===== config.mk =====
export PLATFORM = sky130hd
export DESIGN_NAME = rsa_decrypt_unit
export DESIGN_NICKNAME = d
export VERILOG_FILES = /design/src/rtl/rsa_pkg.sv /design/src/rtl/mmm_serial_unit.sv /design/src/rtl/rsa_decrypt_unit.sv
export SDC_FILE = /design/constraint.sdc
export NUM_CORES = 1
export LEC_CHECK = 0
export CORE_MARGIN = 2
export CORE_UTILIZATION = 36
export DETAILED_ROUTE_END_ITERATION = 10
export GPL_ROUTABILITY_DRIVEN = 0
export MAX_ROUTING_LAYER = met4
export PLACE_DENSITY = 0.68
export SKIP_CTS_REPAIR_TIMING = 1
export SLEW_MARGIN = 20
export SYNTH_ARGS = -nofsm -noshare
export SYNTH_HDL_FRONTEND = slang
export SYNTH_SLANG_ARGS = --single-unit

===== constraint.sdc =====
create_clock -name clk -period 3.4 [get_ports clk]
set_input_delay 0.68 -clock clk [delete_from_list [all_inputs] [get_ports clk]]
set_output_delay 0.68 -clock clk [all_outputs]
set_load 0.05 [all_outputs]

===== src/rtl/rsa_pkg.sv =====
// Shared types and sizing helpers for the RSA decrypt datapath.
// The exponent-skip option is selected in the top with RSA_DEC_EXP_SKIP_EN.
package rsa_pkg;

    typedef enum logic [2:0] {
        ST_IDLE,
        ST_INIT_X,
        ST_INIT_A,
        ST_SQR,
        ST_MUL,
        ST_CONV,
        ST_REDUCE,
        ST_DONE
    } rsa_dec_state_t;

    // Load cycle plus done/issue cycle wrapped around the serial iterations.
    localparam int unsigned MMM_OVERHEAD_CYCLES = 2;

    function automatic int unsigned mmm_width(input int unsigned width);
        return width + 2;
    endfunction

    function automatic int unsigned mmm_cycles(input int unsigned width);
        return mmm_width(width) + MMM_OVERHEAD_CYCLES;
    endfunction

endpackage


===== src/rtl/mmm_serial_unit.sv =====
// Bit-serial Montgomery multiplier: R = A*B*2^-(WIDTH+2) mod M (result < 2M).
// One iteration per cycle after the load cycle; done pulses once for a single cycle.
module mmm_serial_unit
    import rsa_pkg::*;
#(
    parameter int unsigned WIDTH = 8
) (
    input  logic                          clk,
    input  logic                          rstb,
    input  logic                          ena,
    input  logic                          clear,
    input  logic                          start,
    input  logic [mmm_width(WIDTH)-1:0]   A,
    input  logic [mmm_width(WIDTH)-1:0]   B,
    input  logic [WIDTH-1:0]              M,
    output logic [mmm_width(WIDTH)-1:0]   R,
    output logic                          done
);

    localparam int unsigned MW    = mmm_width(WIDTH);
    localparam int unsigned AW    = MW + 1;
    localparam int unsigned ITERS = mmm_cycles(WIDTH) - MMM_OVERHEAD_CYCLES;
    localparam int unsigned CW    = $clog2(ITERS + 1);
    localparam logic [CW-1:0] LAST_CNT = CW'(ITERS - 1);

    logic [MW-1:0]    r_a;
    logic [MW-1:0]    r_b;
    logic [MW-1:0]    r_r;
    logic [WIDTH-1:0] r_m;
    logic [CW-1:0]    r_cnt;
    logic             r_run;
    logic             r_done;

    logic [AW-1:0]    w_sum;
    logic [AW-1:0]    w_acc;

    // One iteration: add a[i]*b, make even by adding M, then halve.
    always_comb begin
        w_sum = AW'(r_r) + (r_a[0] ? AW'(r_b) : AW'(0));
        w_acc = w_sum + (w_sum[0] ? AW'(r_m) : AW'(0));
    end

    always_ff @(posedge clk) begin
        if (!rstb || (ena && !clear)) begin
            r_a    <= '0;
            r_b    <= '0;
            r_r    <= '0;
            r_m    <= '0;
            r_cnt  <= '0;
            r_run  <= 1'b0;
            r_done <= 1'b0;
        end else if (ena) begin
            r_done <= 1'b0;
            if (start) begin
                r_a   <= A;
                r_b   <= B;
                r_m   <= M;
                r_r   <= '0;
                r_cnt <= '0;
                r_run <= 1'b1;
            end else if (r_run) begin
                r_r   <= w_acc[AW-1:1];
                r_a   <= r_a >> 1;
                r_cnt <= r_cnt + CW'(1);
                if (r_cnt == LAST_CNT) begin
                    r_run  <= 1'b0;
                    r_done <= 1'b1;
                end
            end
        end
    end

    assign R    = r_r;
    assign done = r_done;

endmodule


===== src/rtl/rsa_decrypt_unit.sv =====
// RSA decrypt P = C^D mod M via left-to-right square-and-multiply on one Montgomery multiplier.
// Define RSA_DEC_EXP_SKIP_EN to start the exponent loop at the most significant set bit of D.
module rsa_decrypt_unit
    import rsa_pkg::*;
#(
    parameter int unsigned WIDTH = 8
) (
    input  logic             clk,
    input  logic             rstb,
    input  logic             ena,
    input  logic             clear,
    input  logic             start,
    input  logic [WIDTH-1:0] C,
    input  logic [WIDTH-1:0] D,
    input  logic [WIDTH-1:0] M,
    input  logic [WIDTH-1:0] Const,
    output logic [WIDTH-1:0] P,
    output logic             eoc,
    output logic             busy
);

    localparam int unsigned MW = mmm_width(WIDTH);
    localparam int unsigned IW = (WIDTH > 1) ? $clog2(WIDTH) : 1;

    rsa_dec_state_t   r_state, w_state;
    logic             r_issue, w_issue;
    logic [IW-1:0]    r_idx, w_idx;
    logic [MW-1:0]    r_x, w_x;
    logic [MW-1:0]    r_a, w_a;
    logic [WIDTH-1:0] r_c, w_c;
    logic [WIDTH-1:0] r_d, w_d;
    logic [WIDTH-1:0] r_m, w_m;
    logic [WIDTH-1:0] r_const, w_const;
    logic [WIDTH-1:0] r_p, w_p;
    logic             r_eoc, w_eoc;
    logic             r_busy, w_busy;

    logic [MW-1:0]    w_mmm_a;
    logic [MW-1:0]    w_mmm_b;
    logic [MW-1:0]    w_mmm_r;
    logic             w_mmm_done;

    mmm_serial_unit #(.WIDTH(WIDTH)) u_mmm (
        .clk   (clk),
        .rstb  (rstb),
        .ena   (ena),
        .clear (clear),
        .start (r_issue),
        .A     (w_mmm_a),
        .B     (w_mmm_b),
        .M     (r_m),
        .R     (w_mmm_r),
        .done  (w_mmm_done)
    );

    // Multiplier operand selection per step.
    always_comb begin
        w_mmm_a = r_a;
        w_mmm_b = MW'(1);
        case (r_state)
            ST_INIT_X: begin
                w_mmm_a = MW'(r_c);
                w_mmm_b = MW'(r_const);
            end
            ST_INIT_A: w_mmm_a = MW'(r_const);
            ST_SQR:    w_mmm_b = r_a;
            ST_MUL:    w_mmm_b = r_x;
            default:   ;
        endcase
    end

`ifdef RSA_DEC_EXP_SKIP_EN
    logic [IW-1:0] w_msb;

    always_comb begin
        w_msb = '0;
        for (int i = 0; i < int'(WIDTH); i++) begin
            if (r_d[i]) w_msb = IW'(i);
        end
    end
`endif

    always_comb begin
        w_state = r_state;
        w_issue = 1'b0;
        w_idx   = r_idx;
        w_x     = r_x;
        w_a     = r_a;
        w_c     = r_c;
        w_d     = r_d;
        w_m     = r_m;
        w_const = r_const;
        w_p     = r_p;
        w_eoc   = r_eoc;
        w_busy  = r_busy;
        case (r_state)
            ST_IDLE, ST_DONE: begin
                if (start) begin
                    w_c     = C;
                    w_d     = D;
                    w_m     = M;
                    w_const = Const;
                    w_state = ST_INIT_X;
                    w_issue = 1'b1;
                    w_busy  = 1'b1;
                    w_eoc   = 1'b0;
                end
            end
            ST_INIT_X: begin
                if (w_mmm_done) begin
                    w_x     = w_mmm_r;
                    w_state = ST_INIT_A;
                    w_issue = 1'b1;
                end
            end
            ST_INIT_A: begin
                if (w_mmm_done) begin
                    w_a     = w_mmm_r;
                    w_issue = 1'b1;
`ifdef RSA_DEC_EXP_SKIP_EN
                    if (r_d == '0) begin
                        w_state = ST_CONV;
                    end else begin
                        w_idx   = w_msb;
                        w_state = ST_SQR;
                    end
`else
                    w_idx   = IW'(WIDTH - 1);
                    w_state = ST_SQR;
`endif
                end
            end
            ST_SQR: begin
                if (w_mmm_done) begin
                    w_a     = w_mmm_r;
                    w_issue = 1'b1;
                    if (r_d[r_idx]) begin
                        w_state = ST_MUL;
                    end else if (r_idx == '0) begin
                        w_state = ST_CONV;
                    end else begin
                        w_idx = r_idx - IW'(1);
                    end
                end
            end
            ST_MUL: begin
                if (w_mmm_done) begin
                    w_a     = w_mmm_r;
                    w_issue = 1'b1;
                    if (r_idx == '0) begin
                        w_state = ST_CONV;
                    end else begin
                        w_idx   = r_idx - IW'(1);
                        w_state = ST_SQR;
                    end
                end
            end
            ST_CONV: begin
                if (w_mmm_done) begin
                    w_a     = w_mmm_r;
                    w_state = ST_REDUCE;
                end
            end
            ST_REDUCE: begin
                // Out of the Montgomery domain the value is below 2M; one subtraction suffices.
                w_p     = (r_a >= MW'(r_m)) ? WIDTH'(r_a - MW'(r_m)) : WIDTH'(r_a);
                w_eoc   = 1'b1;
                w_busy  = 1'b0;
                w_state = ST_DONE;
            end
            default: w_state = ST_IDLE;
        endcase
    end

    always_ff @(posedge clk) begin
        if (!rstb || (ena && !clear)) begin
            r_state <= ST_IDLE;
            r_issue <= 1'b0;
            r_idx   <= '0;
            r_x     <= '0;
            r_a     <= '0;
            r_c     <= '0;
            r_d     <= '0;
            r_m     <= '0;
            r_const <= '0;
            r_p     <= '0;
            r_eoc   <= 1'b0;
            r_busy  <= 1'b0;
        end else if (ena) begin
            r_state <= w_state;
            r_issue <= w_issue;
            r_idx   <= w_idx;
            r_x     <= w_x;
            r_a     <= w_a;
            r_c     <= w_c;
            r_d     <= w_d;
            r_m     <= w_m;
            r_const <= w_const;
            r_p     <= w_p;
            r_eoc   <= w_eoc;
            r_busy  <= w_busy;
        end
    end

    assign P    = r_p;
    assign eoc  = r_eoc;
    assign busy = r_busy;

endmodule

# After elaboration in Yosys (flattened, before gate mapping)
# Index checks and enable logic that the tools add are counted.
[classes] n_reduce_logical=21 n_lt_le_gt_ge=2 add_sub_neg=5 muxes=42 n_eq_ne=16
[op_table] cell="two-way mux 10 bit" n=5
[op_table] cell="two-way mux 3 bit" n=14
[op_table] cell="one-hot mux 10 bit (3 select lines)" n=1
[op_table] cell="one-hot mux 3 bit (7 select lines)" n=1
[op_table] cell="one-hot mux 10 bit (2 select lines)" n=1
[op_table] cell="two-way mux 8 bit" n=2
[op_table] cell="equality test 3 bit, second input constant" n=4
[op_table] cell="AND reduction 3 bit" n=4
[op_table] cell="adder 10 x 11 -> 11 bit" n=1
[op_table] cell="adder 11 bit" n=1
[op_table] cell="two-way mux 1 bit" n=11
[op_table] cell="greater-or-equal comparator 10 x 8 -> 1 bit" n=1
[op_table] cell="inequality test 2 x 1 -> 1 bit, second input constant" n=5
[op_table] cell="one-hot mux 3 bit (3 select lines)" n=1
[op_table] cell="two-way mux 4 bit" n=2
[op_table] cell="AND reduction 8 bit" n=1
[op_table] cell="OR reduction 4 bit" n=2
[op_table] cell="subtractor 8 bit" n=1
[op_table] cell="equality test 3 x 2 -> 1 bit, second input constant" n=2
[op_table] cell="zero test 3 bit" n=2
[op_table] cell="one-hot mux 1 bit (2 select lines)" n=3
[op_table] cell="AND reduction 2 bit" n=3
[op_table] cell="AND reduction 6 bit" n=1
[op_table] cell="adder 4 x 1 -> 4 bit, second input constant" n=1
[op_table] cell="other kinds (13)" n=16
[word_totals] output_inout_bits=10 input_bits=37 regBits=113

# Depth between registers and ports, before layout
# Gate-level depths: netlist (run 1).
[logic_depth] word_depth=6 mapped_depth=16 mapped_depth_nobuf=15

# By module
# A second synthesis (run 1) with hierarchy kept.
[hier_totals] hier_cells=789 area_unflattened_um2=6299.8
[by_module_without_submodules] mod="rsa_decrypt_unit" cells_per_inst=470 area_per_inst_um2=3691.0 instances=1
[by_module_without_submodules] mod="mmm_serial_unit" cells_per_inst=319 area_per_inst_um2=2608.8 instances=1

# Least setup slack after synthesis (run 1)
# Ideal clock, no wire load.
[synth_timing] path_kind="register -> register" startpoint="register u_mmm.r_a[0]" endpoint="register u_mmm.r_r[9], in the netlist u_mmm.R[9]" setup_ps=117 synth_period_minus_slack_ps=3173 stages_incl_launch_ff=15 setup_slack_ps=227 t_arrival_ps=3055 cell_sequence="dfxtp_1 -> clkbuf_1 -> and2_1 -> ha_1 -> inv_1 -> fa_1 -> inv_1 -> fa_1 -> a211oi_1 -> nor2_1 -> o21a_1 -> o21ai_0 -> a2111oi_2 -> xor2_1 -> a32o_1"
[synth_via] elab_chain_len=6
[synth_rtl] element="from (decl)" line="mmm_serial_unit.sv:26" rtl="logic [MW-1:0] r_a;"
[synth_rtl] element="from (signal assigned)" line="mmm_serial_unit.sv:63" rtl="r_a <= r_a >> 1;"
[synth_rtl] element="two-way mux 10 bit (*)" line="mmm_serial_unit.sv:39" rtl="w_sum = AW'(r_r) + (r_a[0] ? AW'(r_b) : AW'(0));"
[synth_rtl] element="adder 10 x 11 -> 11 bit (*)" line="mmm_serial_unit.sv:39"
[synth_rtl] element="two-way mux 8 bit" line="mmm_serial_unit.sv:40" rtl="w_acc = w_sum + (w_sum[0] ? AW'(r_m) : AW'(0));"
[synth_rtl] element="adder 11 bit (*)" line="mmm_serial_unit.sv:40"
[synth_rtl] element="two-way mux 10 bit (*)" line="mmm_serial_unit.sv:61" rtl="end else if (r_run) begin"
[synth_rtl] element="two-way mux 10 bit (*)" line="mmm_serial_unit.sv:54" rtl="if (start) begin"
[synth_rtl] element="to (signal assigned)" line="mmm_serial_unit.sv:62" rtl="r_r <= w_acc[AW-1:1];"
[synth_rtl] element="to (decl)" line="mmm_serial_unit.sv:28" rtl="logic [MW-1:0] r_r;"
# Every way passes the cells marked *; elsewhere a longest branch is shown, timed or not. The select of a mux whose other input is x is not followed.
# A chain may end at the register's enable or synchronous reset.

# Worst setup path after layout (run 1)
# Ends and elaborated chain as after synthesis.

==> impl_metrics.yaml, run 1 <==
setup_path:
  worstSetupEndpointType: "flop"
  slowest_stage: "a2111oi_2"
  startpoint: "u_mmm.r_a[0]"
  worstSetupPathType: "reg -> reg"
  cp_cell_sequence: "and2_1, ha_2, inv_1, fa_2, nor2b_2, o31a_1, a21oi_1, ha_1, o21ai_0, nor2_1, o21a_1, o21ai_2, a2111oi_2, xor2_1, a32o_1"
  crit_buf_inv: 1
  worstPathMaxFanout: 6
  critPathTopFamily: "compound AO/OA/AOI/OAI gates"
  cpPeakStageDelay_ps: 390
  startpoint_type: "flop"
  cp.required_ps: 3710
  r2r-start: "u_mmm.r_a[0]"
  critPathArrivalTime_ps: 3480
drt:
  wirelength_mm: 15.52
  drc: 0
  via_per_inst: 5.225
  dr.first_iter.drc_count: 434
  vias: 5329
  ant_nets: 0
  avgRoutedWirePerCell_um: 15.22
  firstDrtPassIters: 5
grt:
  grt_usage_pct: 18.64
  grt_start_max_net_pins: 29
  antenna_found_initial: 0
  overflow: 0
  grt_pass1_vias: 5078
  grt_pass1_wl_mm: 25.24
synth:
  synth.distinct_cells: 55
  synth_cells: 736
  yosysTopAreaCell: "dfxtp_1"
  synth_xor_area_share_pct: 2.842
  synthMuxAreaShare_pct: 3.804
  synth.most_common_cell: "nand2_1"
  synth_ff_type: "dfxtp_1"
  syn_area_um2: 5854
  synth_fp_nets: 805
  synthSimpleGateAreaFrac_pct: 21.31
  synth-edff-count: 0
  synthArstFlopShare_pct: 0
  synth.top_cells.by_count: "139 x nand2_1, 113 x dfxtp_1, 95 x a21oi_1"
  synth_top_family_by_area: "compound AO/OA/AOI/OAI gates"
  yosysWarnings: 0
  synth-seq-cells: 113
  synth_compound_area_share_pct: 22.27
  synth_top_area_share_pct: 38.64
  syn_avg_cell_area_um2: 7.954
  yosysSeqAreaShare_pct: 38.64
  synth.area.top_cells: "dfxtp_1 39%, nand2_1 8.9%, a21oi_1 8.1%"
  yosys.area_share.adder_pct: 7.224
place:
  dpl_cell_area_um2: 6641
  place_inst: 987
  io_buffers: 46
  dp_hpwl_mm: 11.51
min_path:
  min_from: "r_d[4]"
  hold_path.class: "reg -> reg"
sta:
  slew_violations: 0
  fin_crit_sh_pct: 93.10
  slew_headroom_pct: 52.10
  layout_min_cycle_time_ps: 3165
  hold_viol: 0
  setup_viol: 0
  clock_skew_ps: 7.913
  tightestPinTransition_ps: 717.5
  max_freq_mhz: 315.9
floorplan:
  die_area_um2: 17300
  rows: 46
  ios: 47
  start_util_pct: 36.85
  die_w_um: 131.5
  die_h_um: 131.5
  core_area_um2: 15890
cts:
  htree_levels: 4
  cts_tree: "built"
  root_buffer: "clkbuf_16"
  clk_path_buf_depth: 2
  clock_sinks: 113
  clkTransAtPathRegs_ps: 50
  clock_latency_ps: 420
  cts_buffers: 17
cells_and_area:
  area_growth_pct: 24.07
  drive_gt1_share_pct: 9.080
  fin_area_um2: 7263
  diodes: 0
  final_nets: 861
  filler_cell_count: 1604
  final_cells: 1020
power_and_ir_drop:
  peakVddDrop_mv: 0.3453
  p_leak_nw: 2.636
  power.density_nw_per_um2: 455.0
run:
  drv_cap: 0
outcome:
  status: "complete, no violations"
## report_power, final
part,switching [mW],total (mW),internal [mW]
logic,0.123,0.220,0.0968
registers,0.0198,1.36,1.34
clock network,0.613,1.72,1.11
## kinds of logic (layout without fill, tap and decap cells)
group / Yosys count / after routing
simple gates: 288 / 288
compound gates: 207 / 207
flops: 113 / 113
buf+inv: 58 / 126
fa+ha+maj: 32 / 32
xor+xnor: 19 / 19
mux: 19 / 19
## cells in the final DEF (no fill, tap or decap), drive strengths merged, types with 5 or more instances in the layout
cell type / netlist / layout
nand2: 139 / 139
dfxtp: 113 / 113
a21oi: 95 / 95
nor2: 78 / 78
clkdlybuf4s50: 0 / 46
ha: 29 / 29
buf: 7 / 27
o21ai: 27 / 27
inv: 22 / 22
clkbuf: 28 / 22
a22oi: 20 / 20
and2: 18 / 18
mux2i: 17 / 17
xnor2: 13 / 13
nor3: 12 / 12
a311oi: 10 / 10
nand3: 9 / 9
a211oi: 9 / 9
o21a: 7 / 7
nand2b: 7 / 7
xor2: 6 / 6
nor2b: 6 / 6
clkinv: 0 / 6
a32oi: 5 / 5
a21o: 5 / 5
## flip-flops by register name, summed over array words and instances (netlist names), 3 cells and up
signal / flops
r_a: 10
r_x: 10
u_mmm.R: 10
u_mmm.r_a: 10
u_mmm.r_b: 10
P: 8
r_c: 8
r_const: 8
r_d: 8
r_m: 8
u_mmm.r_m: 8
u_mmm.r_cnt: 4
r_idx: 3
r_state: 3
## metal layers
metal	up-vias	track usage (%)	wire length [um]
met3	19	5.864	968
li1	2713	-	-
met5	-	-	0
met2	145	28.42	7021
met1	2452	23.28	7248
met4	0	6.582	284
## area by class of cell
class	instances	area (um^2)	area share, %
clock buffers	22	464.2	6.391
clock inverters	9	108.9	1.499
inverters	22	82.58	1.137
multi-input cells	565	3408	46.93
flip-flops and latches	113	2266	31.20
well taps	216	270.3	3.721
repair buffers	73	663.1	9.130
## final timing paths
path         slack, ps  depth (start not counted)         end
min                450                          2      r_d[4]
min reg2reg        450                          2      r_d[4]
max reg2reg        230                         15  u_mmm.R[9]
max                230                         15  u_mmm.R[9]
## stage by stage
stage	TNS [ps]	total power [mW]	hold slack, ps	util, %	setup WS (ps)
detailed placement	0	1.609	442.8	41.81	53.74
CTS	0	3.325	453.7	45.42	46.44
global placement	0	1.607	441.3	41.81	96.21
floorplan	0	1.515	417.4	-	227.1
finish	0	3.304	451.0	45.72	234.8
global route	-49.36	3.408	469.7	45.72	-49.36
## worst register-to-register path, stage by stage, from the launching register on
cell and delay, ps:
dfxtp_4 360, and2_1 120, ha_2 190, inv_1 60, fa_2 360, nor2b_2 140, o31a_1 190, a21oi_1 60
ha_1 310, o21ai_0 100, nor2_1 160, o21a_1 190, o21ai_2 90, a2111oi_2 390, xor2_1 110, a32o_1 220
Note: power is estimated with default switching activity, not from simulation.
==> run 2, diff against run 1 <==
--- a/config.mk
+++ b/config.mk
@@ -5,6 +5,7 @@
 export SDC_FILE = /design/constraint.sdc
 export NUM_CORES = 1
 export LEC_CHECK = 0
+export ABC_AREA = 1
 export CORE_MARGIN = 2
 export CORE_UTILIZATION = 36
 export DETAILED_ROUTE_END_ITERATION = 10
==> run 2 against run 1 <==
  * Sequential cell count unchanged
  * Global-route usage up 0.34 points
  * Routed wire length down 0.62%
  * Utilization down 1.8 points
  * Largest power group unchanged
  * Largest cell class unchanged
  * Final area down 0.84%
  * Sequential power up 3%
  * Total power up 8.9%
==> impl_metrics.yaml, run 2 <==
setup_path:
  startpoint_type: "flop"
  reg2reg_slack_ps: 420
  regToRegEndpoint: "u_mmm.R[9]"
  startpoint: "u_mmm.r_a[0]"
  worstSetupEndpointType: "flop"
  r2r-start: "u_mmm.r_a[0]"
  rr_worst_depth: 17
  worstPathMaxFanout: 11
  worstSetupPathType: "reg -> reg"
  cp.required_ps: 3680
  critPathArrivalTime_ps: 3260
run:
  drv_cap: 0
synth:
  syn_area_um2: 5996
  yosys.area_share.adder_pct: 7.053
  synth.distinct_cells: 36
  syn_avg_cell_area_um2: 6.996
  yosysTopAreaCell: "dfxtp_1"
  yosysWarnings: 0
  yosysSeqAreaShare_pct: 37.73
  synth_cells: 857
  synth_ff_type: "dfxtp_1"
  synth_fp_nets: 926
  synthSimpleGateAreaFrac_pct: 19.49
  synth_top_family_by_area: "compound AO/OA/AOI/OAI gates"
  synth_compound_area_share_pct: 23.69
  synth-edff-count: 0
  synth-seq-cells: 113
  synthArstFlopShare_pct: 0
  synth.most_common_cell: "nand2_1"
  synth_top_area_share_pct: 37.73
  synth.area.top_cells: "dfxtp_1 38%, a21oi_1 10%, nand2_1 10%"
  synthMuxAreaShare_pct: 0
  synth_xor_area_share_pct: 1.899
  synth.top_cells.by_count: "165 x nand2_1, 124 x a21oi_1, 113 x dfxtp_1"
sta:
  layout_min_cycle_time_ps: 2980
  clock_skew_ps: 9.039
  hold_viol: 0
  max_freq_mhz: 335.6
  tightestPinTransition_ps: 631.5
  fin_crit_sh_pct: 87.64
  tns_ps: 0
  slew_headroom_pct: 57.78
  rsz0062_at_grt: "false"
  slew_violations: 0
  setup_viol: 0
floorplan:
  start_util_pct: 36.54
  core_area_um2: 16410
  rows: 47
  die_area_um2: 17700
  ios: 47
  die_h_um: 133.1
  die_w_um: 133.1
cts:
  clkTransAtPathRegs_ps: 60
  root_buffer: "clkbuf_16"
  clk_path_buf_depth: 2
  clock_latency_ps: 410
  htree_levels: 4
  cts_tree: "built"
  cts_buffers: 17
  clock_sinks: 113
min_path:
  hold_depth: 2
  hold_path.class: "reg -> reg"
  holdPathEnd: "r_x[6]"
  min_from: "r_x[6]"
cells_and_area:
  diodes: 0
  final_nets: 960
  fin_area_um2: 7202
  most-common-layout-cells: "165 x nand2_1, 124 x a21oi_1, 113 x dfxtp_1, 100 x inv_1, 98 x o21ai_0"
  filler_cell_count: 1676
  layout_commonest_cell: "nand2_1"
  area_growth_pct: 20.12
  drive_gt1_share_pct: 6.091
drt:
  wirelength_mm: 15.43
  vias: 5669
  wl_met2_mm: 6.646
  top_layer_used: "met4"
  dr.first_iter.drc_count: 474
  dr_wl_met3_mm: 1.016
  drc: 0
  avgRoutedWirePerCell_um: 13.74
  wl_met1_mm: 7.304
  via_per_inst: 5.048
  firstDrtPassIters: 5
  ant_nets: 0
grt:
  grt_pass1_vias: 5355
  grt_usage_pct: 18.98
  grt_pass1_wl_mm: 25.99
  grt_start_max_net_pins: 45
  overflow: 0
  antenna_found_initial: 0
place:
  io_buffers: 46
  dpl_cell_area_um2: 6596
  dp_hpwl_mm: 11.09
power_and_ir_drop:
  p_leak_nw: 2.992
  power.density_nw_per_um2: 499.6
  peakVddDrop_mv: 0.4437
outcome:
  status: "complete, no violations"
## run 2: changes by cell type after synthesis, moves of 10 or more
cell      change
a21oi_1      +29
a22oi_1      -20
a311oi_1     -10
and2_1       -18
buf_2        +13
clkbuf_1     -13
inv_1        +79
mux2i_1      -17
nand2_1      +26
nand3_1      +15
o21ai_0      +71
o22ai_1      +11
## run 2: critical path: stages (launching register included)
cell and delay [ps]:
dfxtp_1 500, nand2_1 80, inv_1 70, ha_1 220
inv_1 80, fa_1 410, inv_1 120, nand3_1 70
nand2_1 100, xor2_1 80, ha_1 350, inv_1 80
nor3_1 200, a21oi_1 110, nor2_1 160, nand3_1 90
nand3_1 90, a21oi_1 60
## run 2: cell families after synthesis
family,Yosys count
simple gates,287
compound gates,265
buf+inv,147
flops,113
fa+ha+maj,32
xor+xnor,13
## run 2: layout make-up
cell class                      count  area (um^2)  area share, %
Clock buffer                       22        474.2          6.584
Multi-Input combinational cell    597         3129          43.45
Inverter                          107        401.6          5.577
Sequential cell                   113         2262          31.41
Timing Repair Buffer               55        528.0          7.331
Tap cell                          220        275.3          3.822
Clock inverter                      9        131.4          1.824
## run 2: how the worst max path moves through the flow
| stage | slack, ps | endpoint |
|---|---|---|
| 2_1_floorplan | 670 | u_mmm.R[9] |
| 3_3_place_gp | 550 | u_mmm.R[9] |
| 3_5_place_dp | 450 | u_mmm.R[9] |
| 4_1_cts | 460 | u_mmm.R[9] |
| 5_1_grt | 20 | u_mmm.R[9] |
| 6_report | 420 | u_mmm.R[9] |
## run 2: power breakdown
group          switching, mW  internal [mW]  total (mW)
sequential            0.0289           1.37        1.40
combinational          0.241          0.143       0.384
clock                  0.615           1.20        1.82
## run 2: metrics by stage
stage,hold WS (ps),total power [mW],utilization (%),worst slack (ps),std cells
global route,466.6,3.740,43.90,18.13,1123
floorplan,429.1,1.702,-,666.4,857
finish,456.4,3.598,43.90,420.2,1123
CTS,454.8,3.616,43.90,458.8,1123
detailed placement,446.9,1.803,40.20,451.5,1092
global placement,439.2,1.798,40.20,546.8,1092
## run 2: per-layer routing
metal	global-route usage (%)	up-vias
met5	-	-
met4	8.005	0
met3	4.368	35
met2	28.50	188
met1	24.54	2536
li1	-	2910
==> run 3, diff against run 2 <==
--- a/config.mk
+++ b/config.mk
@@ -7,13 +7,13 @@
 export LEC_CHECK = 0
 export ABC_AREA = 1
 export CORE_MARGIN = 2
-export CORE_UTILIZATION = 36
+export CORE_UTILIZATION = 30
 export DETAILED_ROUTE_END_ITERATION = 10
 export GPL_ROUTABILITY_DRIVEN = 0
 export MAX_ROUTING_LAYER = met4
-export PLACE_DENSITY = 0.68
+export PLACE_DENSITY = 0.6
 export SKIP_CTS_REPAIR_TIMING = 1
-export SLEW_MARGIN = 20
+export SLEW_MARGIN = 10
 export SYNTH_ARGS = -nofsm -noshare
 export SYNTH_HDL_FRONTEND = slang
 export SYNTH_SLANG_ARGS = --single-unit
==> run 3 against run 2 <==
  * Count of clock-buffer cells in the layout decreased by 4
  * Critical path type unchanged
  * Routed wire length increased by 5.5%
  * Die area increased by 19%
  * First-iteration DRC count decreased by 10%
==> impl_metrics.yaml, run 3 (synthesized netlist as in run 2, its figures left out) <==
sta:
  hold_viol: 0
  tightestPinTransition_ps: 655.7
  max_freq_mhz: 329.5
  clock_skew_ps: 6.993
  setup_viol: 0
  fin_crit_sh_pct: 89.27
  rsz0062_at_grt: "false"
  slew_headroom_pct: 56.15
  slew_violations: 0
  tns_ps: 0
  worst_slack_ps: 364.9
  layout_min_cycle_time_ps: 3035
cells_and_area:
  area_growth_pct: 22.52
  multiInputGateArea_um2: 3129
  filler_cell_count: 2076
  diodes: 0
  most-common-layout-cells: "165 x nand2_1, 124 x a21oi_1, 113 x dfxtp_1, 100 x inv_1, 98 x o21ai_0"
  drive_gt1_share_pct: 6.630
  final_nets: 961
  seq_area_um2: 2262
  layout_commonest_cell: "nand2_1"
setup_path:
  r2r-start: "u_mmm.r_a[0]"
  crit_path_end: "u_mmm.R[9]"
  critPathArrivalTime_ps: 3390
  cp.required_ps: 3750
  regToRegEndpoint: "u_mmm.R[9]"
  worstPathMaxFanout: 11
  worstSetupPathType: "reg -> reg"
  worstSetupEndpointType: "flop"
  reg2reg_slack_ps: 360
  rr_worst_depth: 18
  startpoint: "u_mmm.r_a[0]"
  startpoint_type: "flop"
drt:
  wirelength_mm: 16.28
  avgRoutedWirePerCell_um: 13.91
  vias: 5547
  via_per_inst: 4.741
  dr.first_iter.drc_count: 425
  firstDrtPassIters: 5
  drc: 0
  ant_nets: 0
power_and_ir_drop:
  p_total_mw: 3.830
  power.density_nw_per_um2: 521.3
  peakVddDrop_mv: 0.2974
  p_leak_nw: 3.047
run:
  drv_cap: 0
cts:
  cts_tree: "built"
  clkTransAtPathRegs_ps: 50
  root_buffer: "clkbuf_16"
  clock_latency_ps: 420
  htree_levels: 4
  cts_buffers: 17
  clock_sinks: 113
  clk_path_buf_depth: 2
floorplan:
  core_area_um2: 19530
  start_util_pct: 30.71
  die_w_um: 145.4
  ios: 47
  die_area_um2: 21130
  die_h_um: 145.4
  rows: 51
grt:
  grt_usage_pct: 16.67
  grt_pass1_vias: 5328
  grt_start_max_net_pins: 47
  grt_pass1_wl_mm: 27.25
  overflow: 0
  antenna_found_initial: 0
place:
  io_buffers: 46
  dp_hpwl_mm: 11.62
  place_ws_ps: 416.8
min_path:
  hold_path.class: "reg -> reg"
outcome:
  status: "complete, no violations"
run 3: final cells by class:
type	instances	area share (%)
clock buffers	18	5.979
clock inverters	14	3.185
inverters	107	5.468
multi-input cells	597	42.60
flip-flops and latches	113	30.80
well taps	265	4.514
repair buffers	56	7.460
run 3: power breakdown:
part	leakage [nW]	switching [mW]	total (mW)	internal [mW]
Clock	0.330	0.648	2.04	1.39
Sequential	0.915	0.0299	1.40	1.37
Combinational	1.80	0.248	0.394	0.146
Total	3.05	0.926	3.83	2.90
run 3: per-stage QoR:
step | utilization (%) | cells | hold WS [ps] | cell area, um^2
floorplan | - | 857 | 429.1 | 5996
global route | 37.62 | 1170 | 475.2 | 7346
finish | 37.62 | 1170 | 455.8 | 7346
CTS | 37.62 | 1170 | 452.0 | 7346
detailed placement | 34.17 | 1138 | 444.0 | 6673
global placement | 34.17 | 1138 | 442.1 | 6673
run 3: metal layers:
layer / part of all wire, % / wire length, um / up-vias / track usage, %
met5: 0 / 0 / - / -
met4: 2.3 / 368 / 0 / 6.078
met3: 3.7 / 597 / 29 / 3.636
met2: 44 / 7159 / 105 / 24.74
met1: 50 / 8154 / 2503 / 22.33
li1: - / - / 2910 / -
run 3: critical path: stages, from the launching register on:
cell and delay [ps]:
dfxtp_1 520, nand2_1 80, inv_1 60, ha_1 210
inv_1 80, fa_1 410, inv_1 120, nand3_1 70
nand2_1 100, xor2_1 70, ha_1 360, inv_1 100
nor3_1 190, a21oi_1 110, nor2_1 160, nand2_1 70
nand2_1 60, nand3_1 60, a21oi_1 120
run 3: worst min-delay path by stage:
stage | start | to | cells past startpoint
after floorplan | r_x[7] | r_x[7] | 2
after global placement | r_x[5] | r_x[5] | 2
after detailed placement | r_x[6] | r_x[6] | 2
after CTS | r_x[6] | r_x[6] | 2
after global routing | r_x[5] | r_x[5] | 2
final | r_x[5] | r_x[5] | 2
